==> config.mk <==
export PLATFORM = sky130hd
export DESIGN_NAME = multicycle_core
export DESIGN_NICKNAME = d
export VERILOG_FILES = /design/src/rtl/multicycle_core.sv
export SDC_FILE = /design/constraint.sdc
export NUM_CORES = 2
export LEC_CHECK = 0
export CORE_MARGIN = 4
export CORE_UTILIZATION = 60
export CTS_CLUSTER_DIAMETER = 50
export CTS_CLUSTER_SIZE = 16
export DETAILED_ROUTE_END_ITERATION = 8
export PLACE_DENSITY_LB_ADDON = 0.25
export SLEW_MARGIN = 25
export SYNTH_ARGS = -nofsm -noshare
export SYNTH_HDL_FRONTEND = slang
export SYNTH_SLANG_ARGS = --single-unit
==> constraint.sdc <==
create_clock -name clk -period 5.8 [get_ports clk]
set_input_delay 0.87 -clock clk [delete_from_list [all_inputs] [get_ports clk]]
set_output_delay 0.87 -clock clk [all_outputs]
set_load 0.02 [all_outputs]
==> src/rtl/multicycle_core.sv <==
// Four-state multicycle core: FETCH, DECODE, EXEC, WB (plus HALT), with a register file.
// Define MC_SHIFT_EN to build the SLL/SRL shifter; otherwise funct 5/6 retire as illegal.
module multicycle_core #(
  parameter int DATA_W = 32,
  parameter int PC_W   = 8,
  parameter int NREG   = 32
) (
  input  logic              clk,
  input  logic              rst,
  output logic [PC_W-1:0]   imem_addr,
  output logic              imem_req,
  input  logic              imem_ack,
  input  logic [31:0]       imem_data,
  output logic              wb_valid,
  output logic [4:0]        wb_reg,
  output logic [DATA_W-1:0] wb_data,
  output logic              illegal,
  output logic              halted,
  output logic [2:0]        state_dbg
);

  localparam int RW = $clog2(NREG);

  typedef enum logic [2:0] {
    S_FETCH  = 3'd0,
    S_DECODE = 3'd1,
    S_EXEC   = 3'd2,
    S_WB     = 3'd3,
    S_HALT   = 3'd4
  } state_t;

  state_t            state;
  state_t            state_next;
  logic [PC_W-1:0]   pc;
  logic [31:0]       ir;
  logic [DATA_W-1:0] a;
  logic [DATA_W-1:0] b;
  logic [DATA_W-1:0] aluout;
  logic [DATA_W-1:0] regs [NREG];

  logic [5:0]        op;
  logic [RW-1:0]     rd_idx;
  logic [RW-1:0]     rs_idx;
  logic [RW-1:0]     rt_idx;
  logic [4:0]        shamt;
  logic [2:0]        funct;
  logic              unused_bits;

  assign op          = ir[31:26];
  assign rd_idx      = ir[21 +: RW];
  assign rs_idx      = ir[16 +: RW];
  assign rt_idx      = ir[11 +: RW];
  assign shamt       = ir[10:6];
  assign funct       = ir[2:0];
  assign unused_bits = ^{ir[5:3], shamt};

  logic is_rtype, is_li, is_bnz, is_halt, r_legal, writes_reg, is_illegal;

  assign is_rtype = (op == 6'd0);
  assign is_li    = (op == 6'd1);
  assign is_bnz   = (op == 6'd2);
  assign is_halt  = (op == 6'd3);
`ifdef MC_SHIFT_EN
  assign r_legal  = 1'b1;
`else
  assign r_legal  = (funct != 3'd5) && (funct != 3'd6);
`endif
  assign writes_reg = (is_rtype && r_legal) || is_li;
  assign is_illegal = !(writes_reg || is_bnz || is_halt);

  logic [DATA_W-1:0] imm_ext;
  logic [DATA_W-1:0] alu_result;

  // imm21 is sign-extended to 64 bits first so the cast truncates cleanly for any DATA_W.
  assign imm_ext = DATA_W'({{43{ir[20]}}, ir[20:0]});

  always_comb begin
    alu_result = '0;
    if (is_li) begin
      alu_result = imm_ext;
    end else begin
      case (funct)
        3'd0: alu_result = a + b;
        3'd1: alu_result = a - b;
        3'd2: alu_result = a & b;
        3'd3: alu_result = a | b;
        3'd4: alu_result = a ^ b;
`ifdef MC_SHIFT_EN
        3'd5: alu_result = b << shamt;
        3'd6: alu_result = b >> shamt;
`endif
        3'd7: alu_result[0] = ($signed(a) < $signed(b));
        default: alu_result = '0;
      endcase
    end
  end

  logic [PC_W-1:0] pc_plus4;
  logic [PC_W-1:0] pc_branch;
  logic [PC_W-1:0] pc_next;

  assign pc_plus4  = pc + PC_W'(4);
  assign pc_branch = pc_plus4 + PC_W'({{46{ir[15]}}, ir[15:0], 2'b00});
  assign pc_next   = (is_bnz && (a != '0)) ? pc_branch : pc_plus4;

  always_ff @(posedge clk) begin
    if (rst) state <= S_FETCH;
    else     state <= state_next;
  end

  always_comb begin
    state_next = state;
    imem_req   = 1'b0;
    wb_valid   = 1'b0;
    illegal    = 1'b0;
    halted     = 1'b0;
    case (state)
      S_FETCH: begin
        imem_req = 1'b1;
        if (imem_ack) state_next = S_DECODE;
      end
      S_DECODE: state_next = S_EXEC;
      S_EXEC:   state_next = is_halt ? S_HALT : S_WB;
      S_WB: begin
        wb_valid   = writes_reg && (rd_idx != '0);
        illegal    = is_illegal;
        state_next = S_FETCH;
      end
      S_HALT:   halted = 1'b1;
      default:  state_next = S_FETCH;
    endcase
    // Reset masks every strobe, whatever state the register still holds.
    if (rst) begin
      imem_req = 1'b0;
      wb_valid = 1'b0;
      illegal  = 1'b0;
      halted   = 1'b0;
    end
  end

  always_ff @(posedge clk) begin
    if (rst) begin
      pc     <= '0;
      ir     <= '0;
      a      <= '0;
      b      <= '0;
      aluout <= '0;
      for (int i = 0; i < NREG; i++) regs[i] <= '0;
    end else begin
      case (state)
        S_FETCH:  if (imem_ack) ir <= imem_data;
        S_DECODE: begin
          a <= (rs_idx == '0) ? '0 : regs[rs_idx];
          b <= (rt_idx == '0) ? '0 : regs[rt_idx];
        end
        S_EXEC:   aluout <= alu_result;
        S_WB: begin
          pc <= pc_next;
          if (wb_valid) regs[rd_idx] <= aluout;
        end
        default: ;
      endcase
    end
  end

  assign imem_addr = pc;
  assign wb_reg    = ir[25:21];
  assign wb_data   = aluout;
  assign state_dbg = state;

endmodule

==> impl_results.md <==
* FP Rows at 120
* Setup TNS at 0 ps
* Worst hold path startpoint: ir[9]
* Synthesized area per cell at 13.9 um2
* Die area at 0.113 mm2
* Post-synthesis sequential area ratio at 52.1%
* CTS Sinks at 1171
* Clock Pin Slew Worst Setup and Hold Paths at 60 ps
* Cts hold-fix bufs at 0
* Pwr dens at 294 mW/mm2
* Die X at 336 um
* Remaining Overflow, GRT at 0
* R2R setup slack at 1520 ps
* Worst Clk Skew at 44.1 ps
* Number of global-route vias before repair at 41700
* Nets@finish at 4737
* Routability Congestion at 0.952
* Seq cells post-synth at 1171
* Fillers at 7264
* First-pass GRT wire length at 296 mm
* Warning count from the yosys run at 0
* Final routed DRC violation total at 0
* Leak at 24.7 nW
* Worst Tran Pin Value at 1130 ps
* Register share of total power at 46.2%
* GRT Util Overall at 36.8%
* Area grow syn2layout at 11.7%
* Die Y at 336 um
* Wire length per cell at 33.9 um
* Hold path cells at 2
* Async S/R FF share, synth at 0%
* Largest net degree at the start of global routing at 80
* Vias per cell at 7.06
* RR Startpoint: ir[31]
* Post-DRT Antenna Nets at 0
* FMAX at 234 MHz
* CTS Buf Count at 120
* Antenna violations before repair at 12
* Final Cycle Share at 73.8%
* DRT Pass-1 Iters at 5
* Slew Viols, Final at 0
* Switch Pwr at 5.95 mW
* Headroom to the max-slew limit at 24.6%
* Max incr delay on CP at 990 ps
* Clk pwr share at 38.4%
* Peak VDD IR at 0.237 mV
* Internal at 15.3 mW
* H-tree depth at 3
* WP data required at 6190 ps
* Final setup violation count at 0
* Number of enable flip-flop cells after synthesis at 1024
* Initial DRC Count at 6988
* Core area at 0.107 mm2
* Yosys top cell by area: edfxtp_1
* Share of layout cells above drive strength 1 at 24.2%
* Fin crit period at 4280 ps
* Synth top area share at 47.6%
* Mapped Area at 0.0646 mm2
* Crit Path Class: reg2reg
* Cell variety after synth at 84
* Clk_lat worst skew at 730 ps
* Detail Placement HPWL at 131 mm
* Startpoint types: flip-flop
* HP Class: reg2reg
* Post-CTS Setup Repair Bufs at 0
* PortBufs at 84
* Worst path slowest cell: o21ai_4
* Sw Share at 28.0%
* Hold Violations, Final at 0
* Detailed Route WL at 207 mm
* Hold Crit Endpoint: ir[9]
* Post-synth top flop: edfxtp_1
* Critical-path cell list: nor4_1 -> nor2b_1 -> and3_1 -> and2_1 -> nand3_1 -> o21ai_4 -> buf_4
* Worst setup margin at 1520 ps
* I/O pin total at 87
* CTS Root Cell: clkbuf_16
* Post-place setup slack at 1660 ps
* Crit path arrival time at 4670 ps
* Top fanout value on the critical path at 20
* RSZ-0062 raised after global routing: false
* Largest cells by area after synthesis: edfxtp_1 (48%), mux4_2 (22%), and2_1 (9.7%), dfxtp_1 (4.6%), ha_1 (2.3%)
* CTS max path bufs at 3
* CTS resizes at 0
* Reg2reg end: regs[30][29]
* Logic pwr share at 15.3%
* Worst Reg2Reg Path Length in Cells at 7
* Post-Syn Instances at 4645
* Initial Util at 60.4%
* Vias at 43000
* Count leader, synth: edfxtp_1
* Critical path capture point type: flip-flop
* Status: complete, no violations
* Max-cap viol count at 0
* Synth cell count leaders: edfxtp_1 (1024), and2_1 (997), mux4_2 (640), clkbuf_1 (348), nor2_1 (281)
* CTS tree: yes
[worst max-delay path by stage]
stage            from      endpoint  slack, ps
3_5_place_dp      rst  regs[30][31]       1660
4_1_cts        ir[31]      wb_valid       1590
3_3_place_gp      rst  regs[31][28]       1610
6_report       ir[31]  regs[30][29]       1520
5_1_grt        ir[31]  regs[30][29]       1490
2_1_floorplan     rst   regs[13][0]       1320
[metal layers]
layer / GRT usage (%) / vias to the layer above / share of wire [%] / routed length (um)
li1: - / 17400 / - / -
met1: 50.3 / 21700 / 35 / 72400
met2: 54.4 / 3368 / 44 / 91600
met3: 10.4 / 541 / 14 / 29400
met4: 19.8 / 0 / 6.4 / 13300
met5: 0 / - / 0 / 0
[power by group through the flow]
stage / clock network, mW / registers [mW] / logic [mW]
2_1_floorplan: 0 / 9.80 / 2.07
3_3_place_gp: 0 / 9.94 / 3.12
3_5_place_dp: 0 / 9.97 / 3.16
4_1_cts: 8.19 / 9.80 / 3.18
5_1_grt: 8.56 / 9.84 / 3.37
6_report: 8.16 / 9.81 / 3.26
[registers in the layout, indices dropped and copies added (netlist names), named ones only]
| name | cells |
|---|---|
| regs | 1024 |
| a | 32 |
| b | 32 |
| ir | 32 |
| wb_data | 32 |
| imem_addr | 6 |
| state_dbg | 3 |
[metrics by stage]
stage	power (mW)	utilization [%]	instances	hold WS, ps	area [um2]
after floorplan	11.9	-	4678	436	64800
after global placement	13.1	62.9	5834	447	67300
after detailed placement	13.1	63.5	5861	453	68000
after CTS	21.2	67.4	6087	446	72100
after global routing	21.8	67.4	6091	493	72200
final	21.2	67.4	6091	464	72200
[critical path, delay by kind of cell, from the launching register on]
kind / cells / cell delay [ps]
simple gates: 5 / 2240
buf+inv: 1 / 380
flops: 1 / 320
compound gates: 1 / 990
[kinds of logic after synthesis]
logic type,count (synthesis),share of synthesized area [%]
AND/OR/NAND/NOR,1557,13.3
flip-flops,1171,52.1
multiplexers,710,23.4
buffers and inverters,550,3.38
AO/OA/AOI/OAI,497,4.86
adder cells (fa/ha/maj),120,2.36
XOR/XNOR,39,0.528
other,1,0.00580
[cell type report]
class	instances	area, um2	area share (%)
clock buffers	128	3040	4.22
diodes	2	5.00	0.00693
well taps	1403	1760	2.43
clock inverters	98	1110	1.54
inverters	99	372	0.515
flip-flops and latches	1171	33700	46.7
multi-input cells	2957	29500	40.9
repair buffers	233	2660	3.68
[placed cells by master (no fill, tap or decap), drive strengths merged, types with 11 or more instances in the layout]
master,count
ha,117
mux2i,69
conb,34
bufinv,13
nand2,144
and2,997
o31ai,14
nand4,11
buf,150
o21ai,99
a21o,17
mux4,640
a221oi,17
nor3,32
clkdlybuf4s50,83
dfxtp,147
nor4,18
o211ai,14
clkbuf,128
a31oi,17
o21bai,20
nand3,26
a211oi,21
a21oi,211
clkinv,41
xnor2,36
inv,128
nor2,282
edfxtp,1024
clkinvlp,15
Power figures use the tool's default switching activity.
